<file path="src/rtl/rr_grant_mux.sv">
// Round-robin arbiter and data mux across upstream bypass FIFOs.
// Winner is popped and captured into a 1-deep valid/ready output register.
module rr_grant_mux #(
  parameter int NUM_PORTS = 4,
  parameter int WIDTH     = 64
) (
  input  logic                       CLK,
  input  logic                       Reset_n,
  input  logic [NUM_PORTS-1:0]       i_Valid,
  input  logic [NUM_PORTS*WIDTH-1:0] i_Data,
  output logic [NUM_PORTS-1:0]       o_Grant,
  output logic                       o_Valid,
  output logic [WIDTH-1:0]           o_Data,
  output logic [$clog2(NUM_PORTS)-1:0] o_PortId,
  input  logic                       i_Ready
);

  localparam int PTR_W = $clog2(NUM_PORTS);

  logic [PTR_W-1:0] ptr;
  logic [PTR_W-1:0] sel;
  logic [PTR_W-1:0] ptr_nxt;
  logic [WIDTH-1:0] data_sel;
  logic             found;
  logic             load;
  logic             gnt_any;

  assign load    = ~o_Valid | i_Ready;
  assign gnt_any = Reset_n & load & found;

  // First requester at or after ptr, wrapping.
  always_comb begin
    int p;
    p     = 0;
    sel   = '0;
    found = 1'b0;
    for (int i = 0; i < NUM_PORTS; i++) begin
      p = int'(ptr) + i;
      if (p >= NUM_PORTS) p = p - NUM_PORTS;
      if (!found && i_Valid[PTR_W'(p)]) begin
        found = 1'b1;
        sel   = PTR_W'(p);
      end
    end
  end

  always_comb begin
    o_Grant = '0;
    if (gnt_any) o_Grant[sel] = 1'b1;
  end

  always_comb begin
    data_sel = '0;
    for (int k = 0; k < NUM_PORTS; k++) begin
      if (sel == PTR_W'(k)) data_sel = i_Data[k*WIDTH +: WIDTH];
    end
  end

  assign ptr_nxt = (sel == PTR_W'(NUM_PORTS-1)) ? '0 : sel + 1'b1;

  always_ff @(posedge CLK or negedge Reset_n) begin
    if (!Reset_n) begin
      o_Valid  <= 1'b0;
      o_Data   <= '0;
      o_PortId <= '0;
      ptr      <= '0;
    end else if (gnt_any) begin
      o_Valid  <= 1'b1;
      o_Data   <= data_sel;
      o_PortId <= sel;
      ptr      <= ptr_nxt;
    end else if (i_Ready) begin
      o_Valid  <= 1'b0;
    end
  end

endmodule

</file>
<file path="config.mk">
export PLATFORM = sky130hd
export DESIGN_NAME = rr_grant_mux
export DESIGN_NICKNAME = d
export VERILOG_FILES = /design/src/rtl/rr_grant_mux.sv
export SDC_FILE = /design/constraint.sdc
export NUM_CORES = 1
export LEC_CHECK = 0
export CAP_MARGIN = 20
export CORE_MARGIN = 10
export CORE_UTILIZATION = 40
export DETAILED_ROUTE_END_ITERATION = 7
export PLACE_DENSITY = 0.86
export SLEW_MARGIN = 10
export SYNTH_ARGS = -nofsm -noshare
export SYNTH_HDL_FRONTEND = slang
export SYNTH_SLANG_ARGS = --single-unit
</file>
<file path="constraint.sdc">
create_clock -name CLK -period 5.2 [get_ports CLK]
set_input_delay 1.04 -clock CLK [delete_from_list [all_inputs] [get_ports CLK]]
set_output_delay 1.04 -clock CLK [all_outputs]
set_load 0.02 [all_outputs]
</file>
Word level (Yosys, flattened, before mapping)
Index checks and enable logic that the tools add are counted.

operators by class
  equality and inequality tests = 3
  add/subtract/negate cells = 8
  multiplexer cells = 34
  reduce and logical (&&, ||, !) cells = 9
  magnitude comparators = 10
  bitwise logic cells = 4

operators with widths
  operator                                              number
  two-way mux 64 bit                                    4
  two-way mux 2 bit                                     9
  < comparator 2 x 4 -> 1 bit (second input constant)   4
  two-way mux 1 bit                                     15
  >= comparator 3 bit (second input constant)           3
  binary-select mux 1 bit (select 2 bit)                4
  subtractor 2 x 1 -> 2 bit (second input constant)     4
  adder 2 x 2 -> 3 bit (second input constant)          2
  equality test 2 bit (second input constant)           2
  logical AND 1 bit                                     4
  two-way mux 4 bit                                     1
  adder 2 x 1 -> 3 bit (second input constant)          1
  >= comparator 2 x 3 -> 1 bit (second input constant)  1
  zero test 1 bit                                       3
  < comparator 2 x 3 -> 1 bit (second input constant)   1
  adder 2 x 1 -> 2 bit (second input constant)          1
  bitwise AND 1 bit                                     2
  demux 1 bit (select 2 bit)                            1
  equality test 2 x 1 -> 1 bit (second input constant)  1
  >= comparator 2 x 1 -> 1 bit (second input constant)  1
  zero test 2 bit                                       1
  nonzero test 2 bit                                    1
  inverter 1 bit                                        1
  OR 1 bit                                              1

word-level totals
  output and inout port bits = 71
  word-level logic and storage cells = 72
  input port bits = 263
  flip-flop bits (word level) = 69

Longest topological paths before layout
  depth in word-level cells = 20
  mapped depth = 9
  gate-level depth less buffers = 7

Worst setup path after synthesis
Ideal clock, no wire load.

  path type = input to output
  start point = input i_Valid[3]
  end point = output o_Grant[2]
  path buffers = 2
  cell stages on the path = 7
  data arrival time = 2.462 ns
  slack = 1.698 ns
  data required time = 4.160 ns
  cells stage by stage = nand4b_1 > o21a_1 > and3_1 > ha_1 > clkbuf_1 > clkbuf_1 > and3_1

between the ends
  word-level cells in the longest chain between the ends = 18
  elaborated cells on any way between the ends = 33
  classes of those cells = order compare (2); mux (23); bitwise (1); reduce/logical (7)

RTL lines
  item                                                                                                      line  source
  from (decl)                                                                                               9     input logic [NUM_PORTS-1:0] i_Valid,
  binary-select mux 1 bit (select 2 bit)                                                                    40    if (!found && i_Valid[PTR_W'(p)]) begin
  two-way mux 1 bit (implied by the code) (2 in series)                                                     40
  two-way mux 1 bit                                                                                         40
  zero test 1 bit                                                                                           40
  logical AND 1 bit                                                                                         40
  two-way mux 1 bit                                                                                         40
  zero test 1 bit                                                                                           40
  logical AND 1 bit                                                                                         40
  [2 not listed]                                                                                            --
  logical AND 1 bit                                                                                         40
  two-way mux 2 bit (*)                                                                                     40
  net sel[1]                                                                                                21    logic [PTR_W-1:0] sel;
  < comparator 2 x 3 -> 1 bit (implied by the code) / >= comparator 2 x 1 -> 1 bit (equally long branches)  49    if (gnt_any) o_Grant[sel] = 1'b1;
  logical AND 1 bit (implied by the code)                                                                   49
  two-way mux 1 bit (implied by the code)                                                                   49
  demux 1 bit (select 2 bit) (*)                                                                            49
  two-way mux 4 bit (*)                                                                                     49
  to (decl)                                                                                                 11    output logic [NUM_PORTS-1:0] o_Grant,

Mark *: on every way through the listed nets, which the timed path passes. The rest lies on a longest branch. The select of a mux whose other input is x is not followed.

Final worst setup path
Same ends and word-level chain as after synthesis.

==> flow_summary.toml <==
[route]
drc = 0
ant_nets = 0
avgRoutedWirePerCell_um = 21.2
first_pass_iters = 6
vias = 6168
drt_iter0_markers = 630
wl_mm = 22.9
routed_via_density = 5.69

[floorplanning]
die_h_um = 132
die_w_um = 132
fp.coreArea_um2 = 12100
row_count = 40
start_util_pct = 41.2
ios = 334
die-area_um2 = 17300

[worst_setup_path]
reg2reg_setup_slack_ps = 2110
path_class = "input pin to primary output"
reg2reg_depth = 8
r2r_start = "ptr[1]"
required_ps = 4160
rr_endpoint = "o_Data[37]"
arrival_ps = 3120
setup.worst_path.start_class = "input pin"
endpoint_kind = "primary output"
critPathMaxFanout = 7

[sta]
setup_violations = 0
tightest_slew_ps = 1170
drv_slew = 0
period_share_pct = 79.9
slew_headroom_pct = 21.8
tns_ps = 0
fin_skew_ps = 4.42
rsz0062_at_grt = "no"
fin_ws_ps = 1040
fmax_ghz = 0.241
finalHoldViolations = 0
finalCriticalPeriod_ps = 4160

[clock_tree]
cts_max_level = 3
cts_resized = 0
cts_hold_buf = 0
clk_path_buf_depth = 2
numCtsBuffers = 9
root_buffer = "clkbuf_16"
clock_latency_ps = 330
cts_setup_buffers = 0
clkTransAtPathRegs_ps = 50
numClockSinks = 69
cts_tree = "yes"

[cells_and_area]
design_area_um2 = 8630
area_growth_pct = 72.8
final_nets = 1178
n_antenna_cell = 0
ff_latch_area_um2 = 1730
layout-drive-gt1-share_pct = 3.71
final_cell_mix = "332 x clkdlybuf4s50_1, 130 x a21oi_1, 69 x nand2_1, 69 x dfrtp_1, 66 x inv_1"
multi_input_area_um2 = 2730
final_common_cell = "clkdlybuf4s50_1"
utilization_pct = 71.2
fill_cells = 953

[placement]
gp_congestion = 0.889
place_area_um2 = 8330
dpl_worst_slack_ps = 1060
portBuffers = 333
hpwl_mm = 16.8

[global_route]
grt_util_all_layers_pct = 24.7
antenna_found_initial = 0
grt-ovfl-total = 0
first_global_vias = 6264
grt_pass1_wl_mm = 35.0
grt_max_degree = 129

[synth]
syn_inst = 629
yosysWarnings = 0
syn_area_per_cell_um2 = 7.94
synth.net_count = 896
ys_types = 26
yosys_most_used_dff = "dfrtp_1"
ys_seq_area_share_pct = 34.6
synth-async-reset-ratio_pct = 100
synth_edf_count = 0
ys_ff_latch = 69
syn_area_um2 = 4990

[pwr]
vdd_drop_max_mv = 0.324
p_leak_uw = 0.00337
p_per_area_nw_per_um2 = 418

[min_path]
min_path_type = "flop to flop"
min_from = "o_PortId[0]"
min_path_cells = 1
holdPathEnd = "o_PortId[0]"

[job]
cap_violations = 0

[status]
status = "finished clean"
-- worst max-delay path, stage by stage --
cell	delay, ps
clkdlybuf4s50_1	600
nor2_1	80
a21oi_1	190
and3_1	290
ha_4	160
and3_1	130
clkdlybuf4s50_1	600
-- Yosys cell counts, types with 3 or more instances --
library cell	count	area, um^2
ha_1	4	50.1
inv_1	66	248
a221o_1	64	641
buf_2	28	140
nand3_1	3	15.0
a21oi_1	131	656
nand3b_1	65	488
dfrtp_1	69	1730
clkbuf_1	39	146
and3_1	6	37.5
a31oi_1	65	407
buf_6	5	56.3
nand2_1	69	259
-- cell type report --
| cell class | instances | area share [%] |
|---|---|---|
| clock buffer | 11 | 2.81 |
| tap | 168 | 2.44 |
| timing repair buffer | 343 | 39.6 |
| sequential | 69 | 20.0 |
| multi-input combinational | 422 | 31.7 |
| clock inverter | 5 | 0.580 |
| inverter | 66 | 2.87 |
-- stage by stage --
stage,std cells,total power [uW],hold slack [ps]
2_1_floorplan,629,2100,588
3_3_place_gp,1068,2950,494
3_5_place_dp,1068,2990,492
4_1_cts,1084,3610,509
5_1_grt,1084,3820,533
6_report,1084,3610,507
-- cell families (layout without fill, tap and decap cells) --
family | count (synthesis) | count (layout) | synth area share (%)
compound gates | 269 | 269 | 35.8
simple gates | 148 | 148 | 16.6
buf+inv | 138 | 425 | 11.8
flops | 69 | 69 | 34.6
fa+ha+maj | 4 | 4 | 1.00
mux | 1 | 1 | 0.201
-- power by group --
| part | total, uW | switching, uW | internal (uW) |
|---|---|---|---|
| Clock | 609 | 228 | 381 |
| Combinational | 2130 | 1110 | 1020 |
| Sequential | 872 | 126 | 746 |
| Total | 3610 | 1470 | 2140 |
-- layer usage --
layer	up-vias	share of wire, %	GRT usage (%)
met5	-	0	0
met1	2905	38	27.2
met3	54	8.9	8.12
met2	326	50	42.8
li1	2883	-	-
met4	0	3.5	9.83
-- flip-flops by register name, summed over array words and instances (netlist names) --
| register | flops |
|---|---|
| o_PortId | 2 |
| ptr | 2 |
| o_Valid | 1 |
| o_Data | 64 |
-- worst max path at each step --
stage | from | end | slack [ps] | cells after the start
global placement | i_Valid[3] | o_Grant[2] | 1080 | 7
detailed placement | i_Valid[3] | o_Grant[2] | 1060 | 7
finish | i_Valid[3] | o_Grant[2] | 1040 | 7
global route | i_Valid[3] | o_Grant[2] | 920 | 7
CTS | i_Valid[3] | o_Grant[2] | 1060 | 7
floorplan | i_Valid[3] | o_Grant[2] | 1700 | 7
No activity file was read; power rests on OpenSTA's default activity.
